<file path="src/rtl/pipe_pkg.sv">
// Shared definitions for the ID->EX pipeline register: control bundle, bubble value and default widths.
package pipe_pkg;

  localparam int PIPE_DATA_W     = 16;
  localparam int PIPE_REG_ADDR_W = 4;
  localparam int PIPE_ALUOP_W    = 3;
  localparam int PIPE_CNT_W      = 16;

  typedef struct packed {
    logic                    regwrite;
    logic                    memread;
    logic                    memwrite;
    logic                    branch;
    logic                    memtoreg;
    logic                    regdst;
    logic [PIPE_ALUOP_W-1:0] aluop;
  } id_ex_ctrl_t;

  localparam id_ex_ctrl_t CTRL_BUBBLE = '0;

  // Side-effect controls must never reach EX without a real instruction behind them.
  function automatic id_ex_ctrl_t gate_ctrl(input id_ex_ctrl_t c, input logic valid);
    id_ex_ctrl_t g;
    g = c;
    if (!valid) begin
      g.regwrite = 1'b0;
      g.memread  = 1'b0;
      g.memwrite = 1'b0;
      g.branch   = 1'b0;
      g.memtoreg = 1'b0;
    end
    return g;
  endfunction

endpackage

</file>
<file path="src/rtl/sat_counter.sv">
// Saturating up-counter with synchronous clear; clear beats increment, no wrap at all-ones.
module sat_counter #(
  parameter int CNT_W = 16
) (
  input  logic             clk,
  input  logic             rst,
  input  logic             clr,
  input  logic             inc,
  output logic [CNT_W-1:0] count
);

  // NOTE: sequential state uses non-blocking (<=) so every register samples pre-edge values.
  always_ff @(posedge clk or posedge rst) begin
    if (rst)                        count <= '0;
    else if (clr)                   count <= '0;
    else if (inc && (count != '1))  count <= count + CNT_W'(1);
  end

endmodule

</file>
<file path="src/rtl/id_ex_stage_reg.sv">
// ID->EX pipeline register with valid tracking, stall/flush, pre-resolved write destination
// and saturating stall/bubble counters. Priority per edge: flush > stall > load.
module id_ex_stage_reg
  import pipe_pkg::*;
#(
  parameter int DATA_W     = PIPE_DATA_W,
  parameter int REG_ADDR_W = PIPE_REG_ADDR_W,
  parameter int ALUOP_W    = PIPE_ALUOP_W,
  parameter int CNT_W      = PIPE_CNT_W
) (
  input  logic                  clk,
  input  logic                  rst,
  input  logic                  in_valid,
  input  logic                  stall,
  input  logic                  flush,
  input  logic                  cnt_clr,
  input  logic                  regwrite,
  input  logic                  memread,
  input  logic                  memwrite,
  input  logic                  branch,
  input  logic                  memtoreg,
  input  logic                  regdst,
  input  logic [ALUOP_W-1:0]    aluop,
  input  logic [DATA_W-1:0]     data1,
  input  logic [DATA_W-1:0]     data2,
  input  logic [DATA_W-1:0]     offset,
  input  logic [REG_ADDR_W-1:0] regdest1,
  input  logic [REG_ADDR_W-1:0] regdest2,
  output logic                  out_valid,
  output logic                  regwrite_out,
  output logic                  memread_out,
  output logic                  memwrite_out,
  output logic                  branch_out,
  output logic                  memtoreg_out,
  output logic                  regdst_out,
  output logic [ALUOP_W-1:0]    aluop_out,
  output logic [DATA_W-1:0]     data1_out,
  output logic [DATA_W-1:0]     data2_out,
  output logic [DATA_W-1:0]     offset_out,
  output logic [REG_ADDR_W-1:0] regdest1_out,
  output logic [REG_ADDR_W-1:0] regdest2_out,
  output logic [REG_ADDR_W-1:0] wr_reg_out,
  output logic [CNT_W-1:0]      stall_cnt,
  output logic [CNT_W-1:0]      bubble_cnt
);

  id_ex_ctrl_t ctrl_in;
  id_ex_ctrl_t ctrl_q;
  logic        valid_q;

  assign ctrl_in = '{regwrite: regwrite, memread: memread, memwrite: memwrite,
                     branch: branch, memtoreg: memtoreg, regdst: regdst, aluop: aluop};

  always_ff @(posedge clk or posedge rst) begin
    if (rst) begin
      valid_q      <= 1'b0;
      ctrl_q       <= CTRL_BUBBLE;
      data1_out    <= '0;
      data2_out    <= '0;
      offset_out   <= '0;
      regdest1_out <= '0;
      regdest2_out <= '0;
      wr_reg_out   <= '0;
    end else if (flush) begin
      // Data, destinations and aluop hold so a bubble does not toggle the wide buses.
      valid_q <= 1'b0;
      ctrl_q  <= '{aluop: ctrl_q.aluop, default: 1'b0};
    end else if (!stall) begin
      valid_q      <= in_valid;
      ctrl_q       <= gate_ctrl(ctrl_in, in_valid);
      data1_out    <= data1;
      data2_out    <= data2;
      offset_out   <= offset;
      regdest1_out <= regdest1;
      regdest2_out <= regdest2;
      wr_reg_out   <= regdst ? regdest2 : regdest1;
    end
  end

  assign out_valid    = valid_q;
  assign regwrite_out = ctrl_q.regwrite;
  assign memread_out  = ctrl_q.memread;
  assign memwrite_out = ctrl_q.memwrite;
  assign branch_out   = ctrl_q.branch;
  assign memtoreg_out = ctrl_q.memtoreg;
  assign regdst_out   = ctrl_q.regdst;
  assign aluop_out    = ctrl_q.aluop;

  // A bubble is produced whenever the edge leaves out_valid low: flush, or a load of an invalid slot.
  sat_counter #(.CNT_W(CNT_W)) u_stall_cnt (
    .clk   (clk),
    .rst   (rst),
    .clr   (cnt_clr),
    .inc   (stall & ~flush),
    .count (stall_cnt)
  );

  sat_counter #(.CNT_W(CNT_W)) u_bubble_cnt (
    .clk   (clk),
    .rst   (rst),
    .clr   (cnt_clr),
    .inc   (flush | (~stall & ~in_valid)),
    .count (bubble_cnt)
  );

endmodule
</file>
<file path="config.mk">
export PLATFORM = sky130hd
export DESIGN_NAME = id_ex_stage_reg
export DESIGN_NICKNAME = d
export VERILOG_FILES = /design/src/rtl/pipe_pkg.sv /design/src/rtl/sat_counter.sv /design/src/rtl/id_ex_stage_reg.sv
export SDC_FILE = /design/constraint.sdc
export NUM_CORES = 1
export LEC_CHECK = 0
export ABC_AREA = 1
export BUFFER_PORTS_ARGS = -buffer_cell sky130_fd_sc_hd__buf_4
export CAP_MARGIN = 20
export CORE_ASPECT_RATIO = 0.75
export CORE_MARGIN = 2
export CORE_UTILIZATION = 50
export CTS_CLUSTER_DIAMETER = 100
export DETAILED_ROUTE_END_ITERATION = 8
export PLACE_DENSITY = 0.81
export REMOVE_ABC_BUFFERS = 1
export SLEW_MARGIN = 10
export SYNTH_ARGS = -nofsm -noshare
export SYNTH_HDL_FRONTEND = slang
export SYNTH_SLANG_ARGS = --single-unit
</file>
<file path="constraint.sdc">
create_clock -name clk -period 3.5 [get_ports clk]
set_input_delay 0.35 -clock clk [delete_from_list [all_inputs] [get_ports clk]]
set_output_delay 0.35 -clock clk [all_outputs]
set_load 0.01 [all_outputs]
</file>
Yosys cells after proc, flatten, opt, wreduce, memory -nomap -nowiden
Index checks and enable logic that the tools add are counted.
- logic and storage cells: 42
- output and inout port bits: 102
- bits in registers: 102
- reduce and logical (&&, ||, !) cells: 5
- bitwise operators: 6
- add/sub/neg operators: 2
- mux-type cells: 10
- equality and inequality tests: 3
- operator list (operator ; count):
    $mux 16 ; 4
    $add 16x1->16 const B ; 2
    $ne 16x16->1 const B ; 2
    $mux 9 ; 2
    $mux 5 ; 1
    $mux 4 ; 1
    $reduce_bool 2->1 ; 2
    $not 1->1 ; 3
    $and 1x1->1 ; 2
    $logic_and 1x1->1 ; 2
    $mux 1 ; 2
    $ne 2x1->1 const B ; 1
    $reduce_and 2->1 ; 1
    $or 1x1->1 ; 1

Depth between registers and ports, before layout
Gate-level depths: netlist of the first run.
- word-level depth: 6
- depth in mapped cells: 10
- gate-level depth less buffers: 9

Hierarchy
From an unflattened synthesis of the first run, not the netlist that was laid out.
- cells, all modules: 625
- area total of the unflattened synthesis: 4863.4 µm²
- by module, submodules not included (module ; times used ; area each (µm²) ; cells an instance):
    id_ex_stage_reg ; 1 ; 2696.3 ; 307
    sat_counter ; 2 ; 1083.5 ; 159

Least setup slack after synthesis of the first run
Ideal clock, no wire load.
- kind: register to register
- from: register u_bubble_cnt.count[1]
- to: register u_bubble_cnt.count[12]
- data arrival time: 1.477 ns
- clock period less this slack: 1.594 ns
- cell stages (with the launch flop): 9
- path slack: 1.906 ns
- cell sequence: dfrtp_1 > ha_1 > nand2_1 > nor2_2 > nand2_1 > o21ai_0 > nor2_1 > nand2_1 > nand2_1
- cells in the longest elaborated chain, start to end: 3
- ends and longest elaborated chain (item ; RTL line ; text):
    from (decl) ; sat_counter.sv:9 ; output logic [CNT_W-1:0] count
    from (signal assigned) ; sat_counter.sv:16 ; else if (inc && (count != '1)) count <= count + CNT_W'(1);
    $add 16x1->16 or $ne 16x16->1 (tied branches) ; sat_counter.sv:16 ;
    $mux 16 or $logic_and 1x1->1 (tied branches) ; sat_counter.sv:16 ;
    $mux 16 or $reduce_bool 2->1 (tied branches) ; n/a ;
Several ways; a longest one is shown, not always the timed one. The select of a mux whose other input is x is not followed.
A chain may end at the register's enable or synchronous reset.

Worst setup path in the final report of the first run
- from: register u_bubble_cnt.count[0]
- to: register u_bubble_cnt.count[10]
Same word-level chain as after synthesis.

==> flow_metrics.env, run 1 <==
export IMPL_status="complete, no violations"
export IMPL_antenna_cells=0
export IMPL_crit_path_max_incr_delay_ns=0.44
export IMPL_syn_area_um2=4770
export IMPL_tritoncts="yes"
export IMPL_cts_made_buffers=9
export IMPL_arrival_ns=2.13
export IMPL_postRouteAntennaNets=0
export IMPL_design_area_um2=6460
export IMPL_syn_instance_count=619
export IMPL_crit_path_start_kind="flop"
export IMPL_cts_root_buf="clkbuf_16"
export IMPL_dp_slack_ns=1.34
export IMPL_htree_levels=3
export IMPL_leakage_nw=3.60
export IMPL_numPortBuffers=172
export IMPL_setup_ws_ns=1.60
export IMPL_skew_ns=0.00824
export IMPL_grt_pass1_wl_um=20700
export IMPL_ir_drop_mv=0.280
export IMPL_drive_gt1_share_pct=25.1
export IMPL_rsz0062_at_grt="false"
export IMPL_drc=0
export IMPL_whs_ns=0.0720
export IMPL_path_class="flop to flop"
export IMPL_num_vias=4593
export IMPL_finalNonFillerCells=920
export IMPL_crit_family="simple AND/OR/NAND/NOR gates"
export IMPL_worst_hold_path_type="input port to async pin"
export IMPL_p_per_area_nw_per_um2=429
export IMPL_path_common_cell="nand2_1"
export IMPL_gr_total_overflow=0
export IMPL_dp_cells=904
export IMPL_grt_max_degree=73
export IMPL_ff_latch_area_um2=2550
export IMPL_path_buf_inv=0
export IMPL_clkLatencyLatePin_ns=0.34
export IMPL_die_w_um=117
export IMPL_multiInputGateArea_um2=1960
export IMPL_yosys_warnings=0
export IMPL_ys_seq_elements=102
export IMPL_wl_um=12500
export IMPL_dp_hpwl_um=9070
export IMPL_worstPathMaxFanout=8
export IMPL_die_area_um2=10300
export IMPL_final_hold_violation_count=0
export IMPL_avgSynthCellArea_um2=7.70
export IMPL_slowest_stage="dfrtp_1"
export IMPL_drt_iter0_drc=312
export IMPL_finalSetupViolations=0
export IMPL_final_nets=860
export IMPL_synth_cell_type_count=22
export IMPL_cp_end_kind="flop"
export IMPL_period_needed_ns=1.90
export IMPL_worstPathRequired_ns=3.72
export IMPL_clock_fmax_ghz=0.525
export IMPL_gp_congestion=0.842
export IMPL_grt_antenna_before_repair=0
export IMPL_tightest_slew_ns=0.942
export IMPL_grt_usage_pct=25.5
export IMPL_cts_setup_buffers=0
export IMPL_grt_pass1_vias=4361
export IMPL_vias_per_cell=4.99
export IMPL_crit_chain="ha_1, nand2_1, nor2_2, nand2_1, o21ai_0, nor2_1, nand2_1, nand2_1"
export IMPL_ioPinCount=173
export IMPL_die_y_um=88.6
export IMPL_slew_headroom_pct=36.8
export IMPL_tns_ns=0
export IMPL_clk_pin_slew_ns=0.08
export IMPL_drv_cap=0
export IMPL_ctsResizeCount=0
export IMPL_first_pass_iters=7
export IMPL_syn2layout_area_growth_pct=35.6
export IMPL_placed_cell_area_um2=6170
export IMPL_post_drt_wl_per_cell_um=13.6
export IMPL_period_share_pct=54.4
export IMPL_core_area_um2=9160
export IMPL_rows=30
export IMPL_slew_viol_final=0
export IMPL_clock_sinks=102
export IMPL_ys_seq_area_share_pct=53.6
export IMPL_start_util_pct=52.0
export IMPL_nFillCells=758
export IMPL_postCtsHoldBufs=0
export IMPL_cts_buffer_depth=2
## where the power goes
part           switching (mW)  internal, mW  leakage (nW)
clock                   0.473         0.502         0.142
combinational           0.234         0.223          2.14
sequential             0.0623          1.28          1.32
total                   0.770          2.00          3.60
## path summary, 6_finish.rpt
check	depth (start not counted)	slack, ns	startpoint	end
worst max-delay path	8	1.60	u_bubble_cnt.count[0]$_DFFE_PP0P_	u_bubble_cnt.count[10]$_DFFE_PP0P_
worst min-delay path	2	0.07	rst	offset_out[1]$_DFFE_PP0P_
worst max register to register	8	1.60	u_bubble_cnt.count[0]$_DFFE_PP0P_	u_bubble_cnt.count[10]$_DFFE_PP0P_
worst min register to register	2	0.48	data1_out[0]$_DFFE_PP0P_	data1_out[0]$_DFFE_PP0P_
max in group asynchronous	3	2.61	rst	u_bubble_cnt.count[1]$_DFFE_PP0P_
min in group clk	3	0.19	data1[9]	data1_out[9]$_DFFE_PP0P_
## placed cells by master (no fill, tap or decap)
cell and n:
nor2_2 4, clkinv_4 2, inv_6 2, nand4_1 6, nand3_1 41, a21oi_1 4
nand3b_1 6, nor2_1 42, clkbuf_1 1, inv_8 1, dfrtp_1 102, nor2_8 1
nand2_1 306, xnor2_1 1, ha_1 2, o21ai_0 19, o21bai_1 1, buf_4 176
clkbuf_16 9, nor2_4 1, nand2_2 1, a32o_1 5, xor2_1 11, inv_1 45
clkinv_1 1, inv_4 1, clkinv_8 1
## registers in the layout, indices dropped and copies added, names as in the netlist, 3 cells and up
signal and count:
offset_out 16, data1_out 16, regdest1_out 4, data2_out 16, aluop_out 3, u_stall_cnt.count 16
regdest2_out 4, u_bubble_cnt.count 16, wr_reg_out 4
## synth_stat cells
cell type / n / share of area [%]
xnor2_1: 1 / 0.18
o21bai_1: 1 / 0.16
buf_2: 1 / 0.10
a32o_1: 5 / 1.1
clkbuf_1: 12 / 0.95
o21ai_0: 19 / 2.0
nand4_1: 6 / 0.79
nor2_4: 1 / 0.24
buf_6: 1 / 0.24
ha_1: 2 / 0.52
nand3b_1: 6 / 0.95
buf_1: 5 / 0.39
nor2_2: 4 / 0.52
nand2_1: 307 / 24
clkinv_1: 1 / 0.079
a21oi_1: 4 / 0.42
inv_1: 46 / 3.6
nand3_1: 41 / 4.3
dfrtp_1: 102 / 54
nor2_1: 42 / 3.3
xor2_1: 11 / 2.0
nor2_8: 1 / 0.42
## routing by layer
metal | GRT usage, % | wire length, um
met4 | 6.10 | 178
met3 | 7.53 | 965
met1 | 33.1 | 5170
met2 | 42.5 | 6200
met5 | 0 | 0
## through the flow
step / utilization, % / power, mW
floorplan: - / 1.54
global placement: 67.4 / 1.81
detailed placement: 67.4 / 1.82
CTS: 70.6 / 2.80
global route: 70.6 / 2.91
finish: 70.6 / 2.77
## cell type report
| type | count | share of cell area (%) |
|---|---|---|
| clock buffer | 10 | 3.54 |
| clock inverter | 6 | 0.968 |
| inverter | 47 | 2.77 |
| multi-input combinational | 451 | 30.3 |
| timing repair buffer | 176 | 20.4 |
| tap | 128 | 2.48 |
| sequential | 102 | 39.5 |
## logic make-up after synthesis
group,Yosys count,synth area share [%]
flip-flops,102,53.6
XOR/XNOR,12,2.21
buffers and inverters,66,5.38
AND/OR/NAND/NOR,408,34.7
adder cells (fa/ha/maj),2,0.525
AO/OA/AOI/OAI,29,3.62
No activity file was read; power rests on OpenSTA's default activity.
==> run 2: changes to the inputs <==
clock period = 1.8 ns   (was 3.5 ns; I/O delays follow)
==> run 2 against run 1 <==
Compared with the run above:
- sequential power increased by 94%
- global-route usage increased by 0.24 points
- final cell count increased by 1.3%
- largest power group unchanged
- die area unchanged
- power increased by 100%
- utilization increased by 2.0 points
==> flow_metrics.env, run 2 (synthesis results as in run 1) <==
export IMPL_status="complete, no violations"
export IMPL_path_buf_inv=1
export IMPL_wl_um=13000
export IMPL_path_class="flop to flop"
export IMPL_worstPathRequired_ns=2.05
export IMPL_die_y_um=88.6
export IMPL_rows=30
export IMPL_drive_gt1_share_pct=26.9
export IMPL_num_vias=4636
export IMPL_final_cell_mix="305 x nand2_1, 185 x buf_4, 101 x dfrtp_1"
export IMPL_antenna_cells=0
export IMPL_ioPinCount=173
export IMPL_crit_family="simple AND/OR/NAND/NOR gates"
export IMPL_cp_end_kind="flop"
export IMPL_skew_ns=0.00805
export IMPL_crit_chain="ha_1, nand3_1, nor2_1, nand2_1, nand2_4, buf_4, nand3_1, o21ai_0"
export IMPL_slowest_stage="dfrtp_1"
export IMPL_period_needed_ns=1.66
export IMPL_clk_pin_slew_ns=0.07
export IMPL_grt_busiest_layer="met2"
export IMPL_grt_use_met1_pct=31.1
export IMPL_final_common_cell="nand2_1"
export IMPL_grt_antenna_before_repair=0
export IMPL_postRouteAntennaNets=0
export IMPL_ir_drop_mv=0.621
export IMPL_grt_max_degree=73
export IMPL_cts_made_buffers=9
export IMPL_gr_total_overflow=0
export IMPL_cts_root_buf="clkbuf_16"
export IMPL_clkLatencyLatePin_ns=0.35
export IMPL_clock_fmax_ghz=0.603
export IMPL_drt_iter0_drc=354
export IMPL_dp_hpwl_um=9360
export IMPL_worst_hold_path_type="input port to flop"
export IMPL_tightest_slew_ns=0.379
export IMPL_final_hold_violation_count=0
export IMPL_total_power_mw=5.63
export IMPL_grt_use_met2_pct=43.2
export IMPL_syn2layout_area_growth_pct=39.4
export IMPL_slew_headroom_pct=74.7
export IMPL_worstPathMaxFanout=8
export IMPL_clock_sinks=102
export IMPL_crit_path_max_incr_delay_ns=0.42
export IMPL_final_nets=873
export IMPL_drc=0
export IMPL_drv_cap=0
export IMPL_crit_path_start_kind="flop"
export IMPL_cts_buffer_depth=2
export IMPL_period_share_pct=92.1
export IMPL_arrival_ns=1.90
export IMPL_start_util_pct=52.0
export IMPL_grtUsageMet3_pct=9.52
export IMPL_die_area_um2=10300
export IMPL_die_w_um=117
export IMPL_grt_pass1_vias=4422
export IMPL_path_depth=8
export IMPL_finalNonFillerCells=932
export IMPL_grt_pass1_wl_um=20800
export IMPL_vias_per_cell=4.97
export IMPL_core_area_um2=9160
export IMPL_htree_levels=3
export IMPL_grt_usage_pct=25.7
export IMPL_gp_congestion=0.868
export IMPL_first_pass_iters=5
export IMPL_numPortBuffers=172
export IMPL_path_common_cell="nand3_1"
export IMPL_post_drt_wl_per_cell_um=14.0
export IMPL_r2r_cells=8
export IMPL_p_per_area_nw_per_um2=847
export IMPL_finalSetupViolations=0
export IMPL_holdPathStages=3
export IMPL_slew_viol_final=0
export IMPL_leakage_nw=3.69
export IMPL_tritoncts="yes"
export IMPL_final_util_pct=72.6
export IMPL_tns_ns=0
export IMPL_dp_cells=914
## run 2: cell count changes in the layout (fill, tap and decap cells not counted), sizes merged
cell         before  now
dlygate4sd3       0    1
inv              49   48
clkinvlp          0    1
clkinv            4    2
bufinv            0    2
buf             176  188
clkbuf           10    9
## run 2: per-layer routing
metal	up-vias	wire length (um)	share of wire, %
met2	184	6510	50
met3	30	1060	8.1
met1	2148	5160	40
li1	2274	-	-
met5	-	0	0
met4	0	291	2.2
## run 2: final timing paths
| check | slack [ns] | from | end |
|---|---|---|---|
| min in group asynchronous | 0.30 | rst | regdest2_out[0]$_DFFE_PP0P_ |
| worst max register to register | 0.14 | u_stall_cnt.count[0]$_DFFE_PP0P_ | u_stall_cnt.count[11]$_DFFE_PP0P_ |
| max in group asynchronous | 0.87 | rst | u_stall_cnt.count[1]$_DFFE_PP0P_ |
| worst max-delay path | 0.14 | u_stall_cnt.count[0]$_DFFE_PP0P_ | u_stall_cnt.count[11]$_DFFE_PP0P_ |
| worst min register to register | 0.48 | offset_out[5]$_DFFE_PP0P_ | offset_out[5]$_DFFE_PP0P_ |
| worst min-delay path | 0.02 | data2[13] | data2_out[13]$_DFFE_PP0P_ |
## run 2: worst register-to-register path, stage by stage (launching register included)
cell and delay, ns:
dfrtp_1 0.42, ha_1 0.23, nand3_1 0.14, nor2_1 0.19, nand2_1 0.13, nand2_4 0.14
buf_4 0.15, nand3_1 0.06, o21ai_0 0.10
## run 2: report_power, final
group	internal, mW	leakage (nW)	total, mW	switching [mW]
Clock	1.22	0.153	2.09	0.870
Sequential	2.48	1.32	2.60	0.120
Combinational	0.462	2.22	0.932	0.469
## run 2: final cells by class
| class | instances | area, um2 |
|---|---|---|
| tap | 128 | 160 |
| timing repair buffer | 189 | 1460 |
| inverter | 47 | 179 |
| clock buffer | 9 | 225 |
| multi-input combinational | 451 | 1970 |
| fill | 736 | 2510 |
| sequential | 102 | 2550 |
| clock inverter | 6 | 93.8 |
## run 2: what timing repair did
action                                  4_1_cts  5_1_grt
endpoints found under the hold margin        11        0
endpoints found under the setup margin        0       20
resized for setup                             0        7
hold buffers                                  1        0
setup buffers                                 0        2
## run 2: through the flow
| step | area [um2] | worst slack [ns] | hold WS (ns) |
|---|---|---|---|
| detailed placement | 6280 | 0.0731 | 0.110 |
| finish | 6650 | 0.143 | 0.0242 |
| global placement | 6280 | 0.162 | 0.108 |
| global route | 6650 | -0.00818 | 0.0157 |
| floorplan | 4690 | -1.55 | 0.290 |
| CTS | 6610 | 0.0442 | 0.0128 |
